### config.mk
export PLATFORM = sky130hd
export DESIGN_NAME = alu_cmd_sequencer
export DESIGN_NICKNAME = d
export VERILOG_FILES = /design/src/rtl/alu_pkg.sv /design/src/rtl/alu_cmd_fifo.sv /design/src/rtl/alu_cmd_sequencer.sv
export SDC_FILE = /design/constraint.sdc
export NUM_CORES = 1
export LEC_CHECK = 0
export BUFFER_PORTS_ARGS = -buffer_cell sky130_fd_sc_hd__buf_4
export CORE_ASPECT_RATIO = 0.5
export CORE_UTILIZATION = 30
export CTS_CLUSTER_SIZE = 16
export DETAILED_ROUTE_END_ITERATION = 10
export REMOVE_ABC_BUFFERS = 1
export SLEW_MARGIN = 20
export SYNTH_ARGS = -nofsm -noshare
export SYNTH_HDL_FRONTEND = slang
export SYNTH_SLANG_ARGS = --single-unit
### constraint.sdc
create_clock -name clk -period 11.6 [get_ports clk]
set_input_delay 0.58 -clock clk [delete_from_list [all_inputs] [get_ports clk]]
set_output_delay 0.58 -clock clk [all_outputs]
set_load 0.01 [all_outputs]
### src/rtl/alu_pkg.sv
// Shared ALU definitions: datapath widths, opcode values, the command record
// carried through the sequencer FIFO and the sequencer state encoding.
package alu_pkg;

    localparam int OPND_W = 8;
    localparam int OPC_W  = 3;
    localparam int RES_W  = 16;
    localparam int CMD_W  = 2 * OPND_W + OPC_W;

    // Opcodes understood by the ALU; the sequencer passes them through untouched.
    localparam logic [OPC_W-1:0] OP_ADD = 3'b000;
    localparam logic [OPC_W-1:0] OP_SUB = 3'b001;
    localparam logic [OPC_W-1:0] OP_AND = 3'b010;
    localparam logic [OPC_W-1:0] OP_OR  = 3'b011;
    localparam logic [OPC_W-1:0] OP_XOR = 3'b100;
    localparam logic [OPC_W-1:0] OP_MUL = 3'b101;
    localparam logic [OPC_W-1:0] OP_SHL = 3'b110;
    localparam logic [OPC_W-1:0] OP_SHR = 3'b111;

    typedef enum logic [1:0] {
        ST_IDLE  = 2'b00,
        ST_ISSUE = 2'b01,
        ST_GAP   = 2'b10
    } seq_state_t;

    typedef struct packed {
        logic [OPND_W-1:0] x;
        logic [OPND_W-1:0] y;
        logic [OPC_W-1:0]  op;
    } alu_cmd_t;

    // Bundle the three producer fields into one FIFO word.
    function automatic alu_cmd_t pack_cmd(input logic [OPND_W-1:0] x,
                                          input logic [OPND_W-1:0] y,
                                          input logic [OPC_W-1:0]  op);
        alu_cmd_t c;
        c.x  = x;
        c.y  = y;
        c.op = op;
        return c;
    endfunction

endpackage

### src/rtl/alu_cmd_fifo.sv
// Command FIFO: DEPTH x WIDTH storage with full/empty flags. A push offered
// while full is dropped even if a pop happens in the same cycle, so the
// producer must watch o_full. The head word is presented combinationally.
module alu_cmd_fifo
    import alu_pkg::*;
#(
    parameter int DEPTH = 4,
    parameter int WIDTH = CMD_W
) (
    input  logic             clk,
    input  logic             reset,
    input  logic             i_push,
    input  logic [WIDTH-1:0] i_data,
    input  logic             i_pop,
    output logic [WIDTH-1:0] o_data,
    output logic             o_full,
    output logic             o_empty
);

    localparam int PTR_W = (DEPTH > 1) ? $clog2(DEPTH) : 1;
    localparam int CNT_W = $clog2(DEPTH) + 1;

    logic [WIDTH-1:0] r_mem [DEPTH];
    logic [PTR_W-1:0] r_wr_ptr;
    logic [PTR_W-1:0] r_rd_ptr;
    logic [CNT_W-1:0] r_count;
    logic             w_do_push;
    logic             w_do_pop;

    assign o_full    = (r_count == CNT_W'(DEPTH));
    assign o_empty   = (r_count == {CNT_W{1'b0}});
    assign w_do_push = i_push && !o_full;
    assign w_do_pop  = i_pop && !o_empty;
    assign o_data    = r_mem[r_rd_ptr];

    // Pointers wrap naturally because DEPTH is a power of two; count tracks occupancy.
    always_ff @(posedge clk or posedge reset) begin
        if (reset) begin
            r_wr_ptr <= {PTR_W{1'b0}};
            r_rd_ptr <= {PTR_W{1'b0}};
            r_count  <= {CNT_W{1'b0}};
        end else begin
            if (w_do_push) begin
                r_wr_ptr <= r_wr_ptr + PTR_W'(1);
            end
            if (w_do_pop) begin
                r_rd_ptr <= r_rd_ptr + PTR_W'(1);
            end
            case ({w_do_push, w_do_pop})
                2'b10:   r_count <= r_count + CNT_W'(1);
                2'b01:   r_count <= r_count - CNT_W'(1);
                default: r_count <= r_count;
            endcase
        end
    end

    // Storage array; cleared on reset so the head never presents stale data.
    always_ff @(posedge clk or posedge reset) begin
        if (reset) begin
            for (int i = 0; i < DEPTH; i++) begin
                r_mem[i] <= {WIDTH{1'b0}};
            end
        end else if (w_do_push) begin
            r_mem[r_wr_ptr] <= i_data;
        end
    end

endmodule

### src/rtl/alu_cmd_sequencer.sv
// ALU command sequencer: queues {X, Y, op} commands, drives one at a time onto
// the ALU with BEGIN held until END, captures OUT into a one-entry result
// register, and abandons a command if END never arrives within TIMEOUT cycles.
module alu_cmd_sequencer
    import alu_pkg::*;
#(
    parameter int DEPTH   = 4,
    parameter int TIMEOUT = 64
) (
    input  logic              clk,
    input  logic              reset,
    input  logic              cmd_valid,
    output logic              cmd_ready,
    input  logic [OPND_W-1:0] cmd_x,
    input  logic [OPND_W-1:0] cmd_y,
    input  logic [OPC_W-1:0]  cmd_op,
    output logic [OPND_W-1:0] alu_x,
    output logic [OPND_W-1:0] alu_y,
    output logic [OPC_W-1:0]  alu_op,
    output logic              alu_begin,
    input  logic [RES_W-1:0]  alu_out,
    input  logic              alu_end,
    output logic              res_valid,
    input  logic              res_ready,
    output logic [RES_W-1:0]  res_data,
    output logic [OPC_W-1:0]  res_op,
    output logic              busy,
    output logic              err_timeout
);

    localparam int              WD_W    = $clog2(TIMEOUT) + 1;
    localparam logic [WD_W-1:0] WD_LAST = WD_W'(TIMEOUT - 1);

    seq_state_t        r_state;
    logic [WD_W-1:0]   r_wd;
    logic [OPND_W-1:0] r_alu_x;
    logic [OPND_W-1:0] r_alu_y;
    logic [OPC_W-1:0]  r_alu_op;
    logic              r_alu_begin;
    logic              r_res_valid;
    logic [RES_W-1:0]  r_res_data;
    logic [OPC_W-1:0]  r_res_op;
    logic              r_err_timeout;

    alu_cmd_t          w_push_cmd;
    alu_cmd_t          w_head;
    logic [CMD_W-1:0]  w_head_bits;
    logic              w_full;
    logic              w_empty;
    logic              w_push;
    logic              w_pop;
    logic              w_wd_expired;
    logic              w_can_issue;

    assign w_push_cmd   = pack_cmd(cmd_x, cmd_y, cmd_op);
    assign w_head       = w_head_bits;
    assign w_push       = cmd_valid && !w_full;
    assign w_wd_expired = (r_wd == WD_LAST);
    // The head leaves the FIFO only when its ALU run finishes or is abandoned.
    assign w_pop        = (r_state == ST_ISSUE) && (alu_end || w_wd_expired);
    // Issue only when the result slot will be free before END can come back.
    assign w_can_issue  = !w_empty && (!r_res_valid || res_ready);

    alu_cmd_fifo #(
        .DEPTH (DEPTH),
        .WIDTH (CMD_W)
    ) u_fifo (
        .clk     (clk),
        .reset   (reset),
        .i_push  (w_push),
        .i_data  (w_push_cmd),
        .i_pop   (w_pop),
        .o_data  (w_head_bits),
        .o_full  (w_full),
        .o_empty (w_empty)
    );

    assign cmd_ready   = !w_full;
    assign alu_x       = r_alu_x;
    assign alu_y       = r_alu_y;
    assign alu_op      = r_alu_op;
    assign alu_begin   = r_alu_begin;
    assign res_valid   = r_res_valid;
    assign res_data    = r_res_data;
    assign res_op      = r_res_op;
    assign err_timeout = r_err_timeout;
    assign busy        = !w_empty || (r_state != ST_IDLE);

    // Sequencer FSM: issue from FIFO head, hold BEGIN until END or watchdog expiry, then one idle gap cycle.
    always_ff @(posedge clk or posedge reset) begin
        if (reset) begin
            r_state       <= ST_IDLE;
            r_wd          <= {WD_W{1'b0}};
            r_alu_x       <= {OPND_W{1'b0}};
            r_alu_y       <= {OPND_W{1'b0}};
            r_alu_op      <= {OPC_W{1'b0}};
            r_alu_begin   <= 1'b0;
            r_res_valid   <= 1'b0;
            r_res_data    <= {RES_W{1'b0}};
            r_res_op      <= {OPC_W{1'b0}};
            r_err_timeout <= 1'b0;
        end else begin
            // Consumer handshake frees the slot; a capture below on the same edge overrides this.
            if (r_res_valid && res_ready) begin
                r_res_valid <= 1'b0;
            end else begin
                r_res_valid <= r_res_valid;
            end

            case (r_state)
                ST_IDLE: begin
                    if (w_can_issue) begin
                        r_alu_x     <= w_head.x;
                        r_alu_y     <= w_head.y;
                        r_alu_op    <= w_head.op;
                        r_alu_begin <= 1'b1;
                        r_wd        <= {WD_W{1'b0}};
                        r_state     <= ST_ISSUE;
                    end else begin
                        r_alu_begin <= 1'b0;
                    end
                end
                ST_ISSUE: begin
                    if (alu_end) begin
                        r_res_data  <= alu_out;
                        r_res_op    <= r_alu_op;
                        r_res_valid <= 1'b1;
                        r_alu_begin <= 1'b0;
                        r_state     <= ST_GAP;
                    end else if (w_wd_expired) begin
                        r_err_timeout <= 1'b1;
                        r_alu_begin   <= 1'b0;
                        r_state       <= ST_GAP;
                    end else begin
                        r_wd <= r_wd + WD_W'(1);
                    end
                end
                ST_GAP: begin
                    // BEGIN stays low for a full cycle so the ALU can return to idle.
                    r_alu_begin <= 1'b0;
                    r_state     <= ST_IDLE;
                end
                default: begin
                    r_alu_begin <= 1'b0;
                    r_state     <= ST_IDLE;
                end
            endcase
        end
    end

endmodule

# == After elaboration in Yosys (flattened, before gate mapping) ==
# Cells that the tools add are included.
# word_totals
reg_bits,133
# classes
add_sub_neg,5
magnitude_cmp,3
n_eq_ne,9
muxes,22
bitwise,3
reduce_logical,23
# ops
cell,n
$bwmux W76,1
$mux W19,3
$bmux W19 S2,1
$demux W19 S2,1
$mux W7,3
$pmux W7 S2,1
$add A7 B1 Y7 const B,1
$eq A7 B6 Y1 const B,1
$logic_and A1 B1 Y1,7
$ge A3 B3 Y1 const B,2
$mux W1,6
$mux W2,3
$ne A2 B2 Y1 const B,3
$not A2 Y3,2
$pmux W3 S2,1
$reduce_and A2 Y1,3
$reduce_bool A2 Y1,3
$add A2 B1 Y2 const B,2
$eq A2 B1 Y1 const B,2
$pmux W2 S2,1
$reduce_and A4 Y1,1
$add A3 B1 Y3 const B,1
$eq A3 B3 Y1 const B,1
$logic_not A1 Y1,3
10 further kinds,12

# == Logic depth before layout (Yosys ltp) ==
# Gate-level depths: netlist of run 1.
# logic_depth
depth_word,6
mapped_depth,10
depth_no_buf,10

# == Cells and area by module ==
# From an unflattened synthesis of run 1, not the netlist that was laid out.
# unflattened
hier_cells,358
hier_area_um2,5765.5
# modules_own_cells
mod,instances,cells_per_inst,area_each_um2,seq_area_each_um2
alu_cmd_fifo,1,220,3708.6,2077.0
alu_cmd_sequencer,1,138,2057.0,1251.2

# == Worst setup path after synthesis of run 1 ==
# OpenSTA, ideal clock, no wires.
# synth_timing
kind,register to register
from,register r_wd[0]
to,register u_fifo.r_count[2]
t_arrival_ns,2.088
t_required_ns,11.521
slack_ns,9.433
stages_incl_launch_ff,11
cell_sequence,dfrtp_1 -> ha_1 -> and3_1 -> a21oi_1 -> nor3_1 -> ha_1 -> inv_1 -> fa_1 -> xor2_1 -> nor2_1 -> xor2_1
# synth_via
elab_chain_cells,6
# synth_rtl
element,line_no,text
start: declaration,alu_cmd_sequencer.sv:35,logic [WD_W-1:0] r_wd;
start signal: assignment,alu_cmd_sequencer.sv:93,r_wd <= {WD_W{1'b0}};
start signal: assignment,alu_cmd_sequencer.sv:117,r_wd <= {WD_W{1'b0}};
start signal: assignment,alu_cmd_sequencer.sv:135,r_wd <= r_wd + WD_W'(1);
$eq A7 B6 Y1 *,alu_cmd_sequencer.sv:58,assign w_wd_expired = (r_wd == WD_LAST);
$logic_or A1 B1 Y1 *,alu_cmd_sequencer.sv:60,assign w_pop = (r_state == ST_ISSUE) && (alu_end || w_wd_expired);
$logic_and A1 B1 Y1 *,alu_cmd_sequencer.sv:60,
$logic_and A1 B1 Y1 *,alu_cmd_fifo.sv:33,assign w_do_pop = i_pop && !o_empty;
net u_fifo.w_do_pop,alu_cmd_fifo.sv:28,logic w_do_pop;
$eq A2 B1 Y1 / $eq A2 B2 Y1 (equally long branches),alu_cmd_fifo.sv:49,"case ({w_do_push, w_do_pop})"
$pmux W3 S2 / $reduce_bool A2 Y1 (equally long branches),--,
end signal: assignment,alu_cmd_fifo.sv:50,2'b10: r_count <= r_count + CNT_W'(1);
end signal: assignment,alu_cmd_fifo.sv:51,2'b01: r_count <= r_count - CNT_W'(1);
end signal: assignment,alu_cmd_fifo.sv:52,default: r_count <= r_count;
end: declaration,alu_cmd_fifo.sv:26,logic [CNT_W-1:0] r_count;
# Mark *: on every way through the listed nets, which the timed path passes. The rest lies on a longest branch.
# A chain may end at the register's enable or synchronous reset.

# == Worst setup path after layout of run 1 ==
# Ends and elaborated chain as after synthesis.

==> results of run 1 <==
-- through the flow --
stage / instance area, µm² / hold slack, ns / cells
6_report: 7144 / 0.3223 / 723
3_3_place_gp: 6579 / 0.4823 / 691
3_5_place_dp: 6579 / 0.4875 / 691
5_1_grt: 7144 / 0.3839 / 723
4_1_cts: 7144 / 0.3410 / 723
2_1_floorplan: 5607 / 0.4739 / 346
-- worst reg2reg max path: cells and delay by family (launching register included) --
| family | cells | cell delay [ns] |
|---|---|---|
| compound gates | 1 | 0.11 |
| fa+ha+maj | 3 | 0.84 |
| xor+xnor | 2 | 0.30 |
| simple gates | 3 | 0.66 |
| flops | 1 | 0.38 |
| buf+inv | 1 | 0.06 |
-- kinds of logic after synthesis --
logic type / after synthesis / synth area share [%]
buffers and inverters: 22 / 2.111
multiplexers: 134 / 30.46
AND/OR/NAND/NOR: 41 / 4.245
AO/OA/AOI/OAI: 15 / 2.089
XOR/XNOR: 6 / 0.9237
adder cells (fa/ha/maj): 7 / 1.671
flip-flops: 133 / 58.50
-- sequential cells by signal, summed over array words and instances, names as in the netlist --
name	count
alu_y	8
r_wd	7
u_fifo.r_count	3
alu_begin	1
alu_x	8
alu_op	3
u_fifo.r_wr_ptr	2
u_fifo.r_rd_ptr	2
res_valid	1
res_op	3
err_timeout	1
r_state	2
res_data	16
u_fifo.r_mem	76
-- final timing paths --
check,from,end,slack (ns),cells past startpoint
max,r_wd[0],u_fifo.r_count[2],9.18,10
min,reset,err_timeout,0.32,2
min in group clk,alu_out[7],res_data[7],0.40,2
max reg2reg,r_wd[0],u_fifo.r_count[2],9.18,10
min reg2reg,u_fifo.r_mem[29],u_fifo.r_mem[29],0.50,1
max in group asynchronous,reset,r_wd[1],9.86,3
-- where the power goes --
group	internal [mW]	total [mW]	switching, mW
Combinational	0.475	0.791	0.316
Clock	0.284	0.508	0.224
Sequential	0.697	0.814	0.116
Total	1.46	2.11	0.656
-- routing by layer --
| layer | up-vias | track usage [%] | share of wire (%) | wire, µm |
|---|---|---|---|---|
| li1 | 1498 | - | - | - |
| met1 | 1678 | 14.09 | 44 | 4755 |
| met2 | 51 | 19.98 | 50 | 5440 |
| met3 | 13 | 3.730 | 4.7 | 510 |
| met4 | 0 | 4.293 | 1.1 | 122 |
| met5 | - | 0 | 0 | 0 |
-- layout make-up --
type | instances | area, µm² | area share, %
repair buffers | 86 | 645.6 | 9.037
inverters | 10 | 40.04 | 0.5604
clock inverters | 14 | 136.4 | 1.909
well taps | 259 | 324.1 | 4.536
clock buffers | 18 | 429.2 | 6.007
flip-flops and latches | 133 | 3328 | 46.58
multi-input cells | 203 | 2241 | 31.37
-- layout by cell type, fill, tap and decap left out, types with 2 or more instances in the layout --
cell,n
inv_1,8
clkinv_4,2
inv_8,4
nand3_1,6
clkinvlp_4,3
nor2_1,6
xnor2_1,2
nor3_1,2
buf_4,86
xor2_1,4
nor4_1,3
ha_1,6
mux2_4,3
inv_6,4
dfrtp_1,133
o21ai_0,5
a22o_1,2
nand2_4,4
mux4_2,19
nand2_1,8
clkbuf_16,17
nand2b_1,2
mux2_2,111
==> impl_metrics.yaml, run 1 <==
die:
  start_util_pct: 30.79
  core_area_um2: 18480
  pin_count: 83
  die_h_um: 99.38
  rows: 35
  die-area_um2: 19550
  die_w_um: 196.8
setup_path:
  worst-setup-path-type: "flip-flop to flip-flop"
  slowest_stage: "dfrtp_1"
  cp-end-kind: "flip-flop"
  cp-start-kind: "flip-flop"
  path_delay_family: "adder cells"
  cp.required_ns: 11.93
  crit_fanout: 4
  critical_path_arrival_ns: 2.75
  critPathMaxStageDelay_ns: 0.38
  cp_num_buf_inv: 1
  cp_cell_sequence: "ha_1 > and3_1 > a21oi_1 > nor3_1 > ha_1 > inv_1 > fa_1 > xor2_1 > nor2_1 > xor2_1"
clocking:
  cts_setup_buffers: 0
  cts_buffers: 17
  holdBufCountCts: 0
  htree_levels: 4
  cts_tree: "done"
  cts_sinks: 133
  path_clk_slew_ns: 0.06
  clk-insertion-delay-late_ns: 0.41
  cts_max_path_buffers: 2
  root_buffer: "clkbuf_16"
  cts_resized: 0
power_and_ir_drop:
  powerDensity_nw_per_um2: 295.6
  ir_drop_v: 0.00008421
  power.leakage_nw: 3.193
  p_total_mw: 2.112
yosys:
  syn-cell-area_um2: 5689
  yosys_warnings: 0
  yosys.cell_types.count: 42
  yosysMostFrequentCell: "dfrtp_1"
  synth_top_area_share_pct: 58.50
  ys_seq_area_share_pct: 58.50
  syn_avg_cell_area_um2: 15.89
  synth_edf_count: 0
  synth_cells: 358
  synth_async_sr_flop_share_pct: 100.0
  yosys-top-cells-count: "dfrtp_1, mux2_2, mux4_2"
  synth_ff_type: "dfrtp_1"
  yosys.area.top_type: "dfrtp_1"
  synth_area_leaders: "dfrtp_1, mux2_2, mux4_2"
  ys_ff_latch: 133
global_routing:
  grtUsageTotal_pct: 11.75
  grt-ovfl-total: 0
  grt_max_degree: 71
  grt_pass1_vias: 3330
  grt_pass1_wl_mm: 17.48
  grt_antenna_before_repair: 0
final_layout:
  layout.nets: 498
  area_growth_syn_to_layout_pct: 25.58
  diodes: 0
  drive_above_1_share_pct: 56.47
  final_core_util_pct: 38.66
  fillers: 1767
placed_design:
  routabilityCongestion: 0.7509
  pre_cts_slack_ns: 9.183
  place.detailed.hpwl_mm: 6.787
  portBuffers: 82
run:
  drv_cap: 0
timing:
  setup_slack_ns: 9.182
  finalHoldViolCount: 0
  relSlewSlack_pct: 40.07
  finalSetupTns_ns: 0
  finClkSkew_ns: 0.009934
  layout_min_cycle_time_ns: 2.418
  setup_viol: 0
  worstMarginPinSlew_ns: 0.8969
  fmax_ghz: 0.4135
  rsz0062_at_grt: "false"
  final.period_utilization_pct: 20.85
  finalMaxSlewViolations: 0
drt:
  avgRoutedWirePerCell_um: 14.98
  drc: 0
  ant_nets: 0
  num_vias: 3240
  drt_pass1_iterations: 6
  vias_per_cell: 4.481
  drt_iter0_markers: 141
  drt-total-wl_mm: 10.83
status:
  status: "finished clean"
worst_hold_path:
  hold_class: "input port to async pin"
No activity file was read; power rests on OpenSTA's default activity.
==> inputs of run 2 (changes only) <==
==> constraint.sdc (replaced) <==
create_clock -name clk -period 2.1 [get_ports clk]
set_input_delay 0.105 -clock clk [delete_from_list [all_inputs] [get_ports clk]]
set_output_delay 0.105 -clock clk [all_outputs]
set_load 0.01 [all_outputs]
==> impl_metrics.yaml, run 2 (same netlist as run 1, synthesis figures left out) <==
setup_path:
  worst-setup-path-type: "flip-flop to flip-flop"
  cp.required_ns: 2.43
  cp-start-kind: "flip-flop"
  critPathMaxStageDelay_ns: 0.36
  r2r_cells: 10
  crit_fanout: 2
  reg2reg_to: "u_fifo.r_count[2]"
  cp-end-kind: "flip-flop"
  ff2ff_setup_slack_ns: -0.002
  r2r_start: "r_wd[1]"
  slowest_stage: "dfrtp_1"
  critical_path_arrival_ns: 2.44
  cp_cell_sequence: "ha_2 > and3_4 > a21oi_4 > nor3_2 > ha_2 > inv_2 > fa_2 > xor2_1 > nor2_1 > xor2_1"
die:
  core_area_um2: 18480
  die_h_um: 99.38
  die_w_um: 196.8
  pin_count: 83
  rows: 35
  start_util_pct: 30.79
  die-area_um2: 19550
clocking:
  clk-insertion-delay-late_ns: 0.41
  cts_sinks: 133
  htree_levels: 4
  cts_buffers: 17
  cts_max_path_buffers: 2
  root_buffer: "clkbuf_16"
  cts_tree: "done"
  path_clk_slew_ns: 0.06
global_routing:
  grt-ovfl-total: 0
  grtUsageTotal_pct: 12.94
  grt_pass1_wl_mm: 19.45
  grt_pass1_vias: 3697
  grt_max_degree: 50
  grt_antenna_before_repair: 0
final_layout:
  largest-register: "u_fifo.r_mem"
  final_common_cell: "dfrtp_1"
  drive_above_1_share_pct: 55.92
  area_growth_syn_to_layout_pct: 36.55
  diodes: 0
  fillers: 1710
  mostFrequentLayoutCells: "dfrtp_1, mux2_2, buf_4"
  layout.nets: 558
  largest_reg_flops: 76
power_and_ir_drop:
  clkPwrFrac_pct: 24.4
  p_comb_share_pct: 38.4
  switching_share_pct: 30.80
  ir_drop_v: 0.0006814
  power.leakage_nw: 3.488
  power.switching_mw: 3.748
  seqPwrFrac_pct: 37.2
  powerDensity_nw_per_um2: 1566
  p_total_mw: 12.17
  p_int_mw: 8.419
drt:
  num_vias: 3489
  drt_pass1_iterations: 4
  avgRoutedWirePerCell_um: 15.02
  drc: 0
  ant_nets: 0
  drt-total-wl_mm: 11.76
  vias_per_cell: 4.456
  drt_iter0_markers: 173
placed_design:
  routabilityCongestion: 0.7160
  pre_cts_slack_ns: -0.1172
  portBuffers: 82
  place.detailed.hpwl_mm: 7.485
timing:
  setup_viol: 1
  finalMaxSlewViolations: 0
  fmax_ghz: 0.4758
  finalHoldViolCount: 0
  layout_min_cycle_time_ns: 2.102
  final.period_utilization_pct: 100.1
  finClkSkew_ns: 0.01083
  relSlewSlack_pct: 62.10
  setup_slack_ns: -0.001756
  rsz0062_at_grt: "true"
  worstMarginPinSlew_ns: 0.5685
worst_hold_path:
  whs_path_depth: 3
  whs_endpoint: "res_valid"
  hold_class: "input port to flip-flop"
  hp-start: "alu_end"
run:
  drv_cap: 0
status:
  violations: "negative setup slack"
  status: "complete, but fails checks"
## run 2: cell count changes in the layout (fill, tap and decap cells not counted), sizes merged
cell         before  now
buf              86  109
dlygate4sd3       0   37
bufinv            0    1
clkinvlp          3    2
inv              18   20
clkinv            3    1
## run 2: cell type report
cell class / count / area, µm² / share of cell area (%)
sequential: 133 / 3328 / 42.84
timing repair buffer: 146 / 1214 / 15.62
clock buffer: 18 / 439.2 / 5.653
inverter: 10 / 40.04 / 0.5154
clock inverter: 14 / 153.9 / 1.981
multi-input combinational: 203 / 2270 / 29.22
tap: 259 / 324.1 / 4.171
## run 2: per-stage QoR
stage | TNS [ns] | util [%] | hold WS [ns] | cell area, µm² | std cells
floorplan | -207.47 | - | 0.2535 | 5607 | 346
detailed placement | -0.1172 | 36.55 | 0.2153 | 6754 | 711
global route | -0.1048 | 42.04 | 0.04870 | 7769 | 783
finish | -0.001756 | 42.04 | 0.02881 | 7769 | 783
CTS | 0 | 41.89 | 0.01079 | 7741 | 781
global placement | -0.05959 | 36.55 | 0.2062 | 6754 | 711
## run 2: power groups by stage
stage	sequential, mW	combinational (mW)	clock (mW)
floorplan	4.70	2.82	0
global placement	4.52	4.57	0
detailed placement	4.57	4.66	0
CTS	4.52	4.74	3.05
global route	4.70	5.09	3.19
finish	4.52	4.67	2.97
## run 2: timing repair
item | in CTS | in global routing
gates resized for setup | 4 | 4
endpoints found under the setup margin | 1 | 1
pin swaps | 2 | 4
endpoints found under the hold margin | 129 | 0
buffers inserted | 1 | 2
hold buffers | 37 | 0
## run 2: worst max-delay path by stage
stage / from / endpoint / slack [ns] / cells past startpoint
6_report: r_wd[1] / u_fifo.r_count[2] / -0.002 / 10
5_1_grt: r_wd[1] / u_fifo.r_count[2] / -0.10 / 10
4_1_cts: r_wd[0] / u_fifo.r_count[2] / 0.02 / 10
3_5_place_dp: r_wd[0] / u_fifo.r_count[2] / -0.12 / 10
3_3_place_gp: r_wd[0] / u_fifo.r_count[2] / -0.06 / 10
2_1_floorplan: reset / alu_begin / -1.56 / 1
## run 2: critical path, delay by kind of cell, from the launching register on
kind | cells | cell delay, ns
fa+ha+maj | 3 | 0.74
buf+inv | 1 | 0.04
xor+xnor | 2 | 0.29
simple gates | 3 | 0.55
flops | 1 | 0.36
compound gates | 1 | 0.06
## run 2: per-layer routing
metal / GRT usage, % / wire, µm / part of all wire (%) / vias up
li1: - / - / - / 1616
met1: 16.40 / 5523 / 47 / 1821
met2: 21.66 / 5778 / 49 / 43
met3: 3.221 / 357 / 3.0 / 9
met4: 4.651 / 98 / 0.83 / 0
met5: 0 / 0 / 0 / -
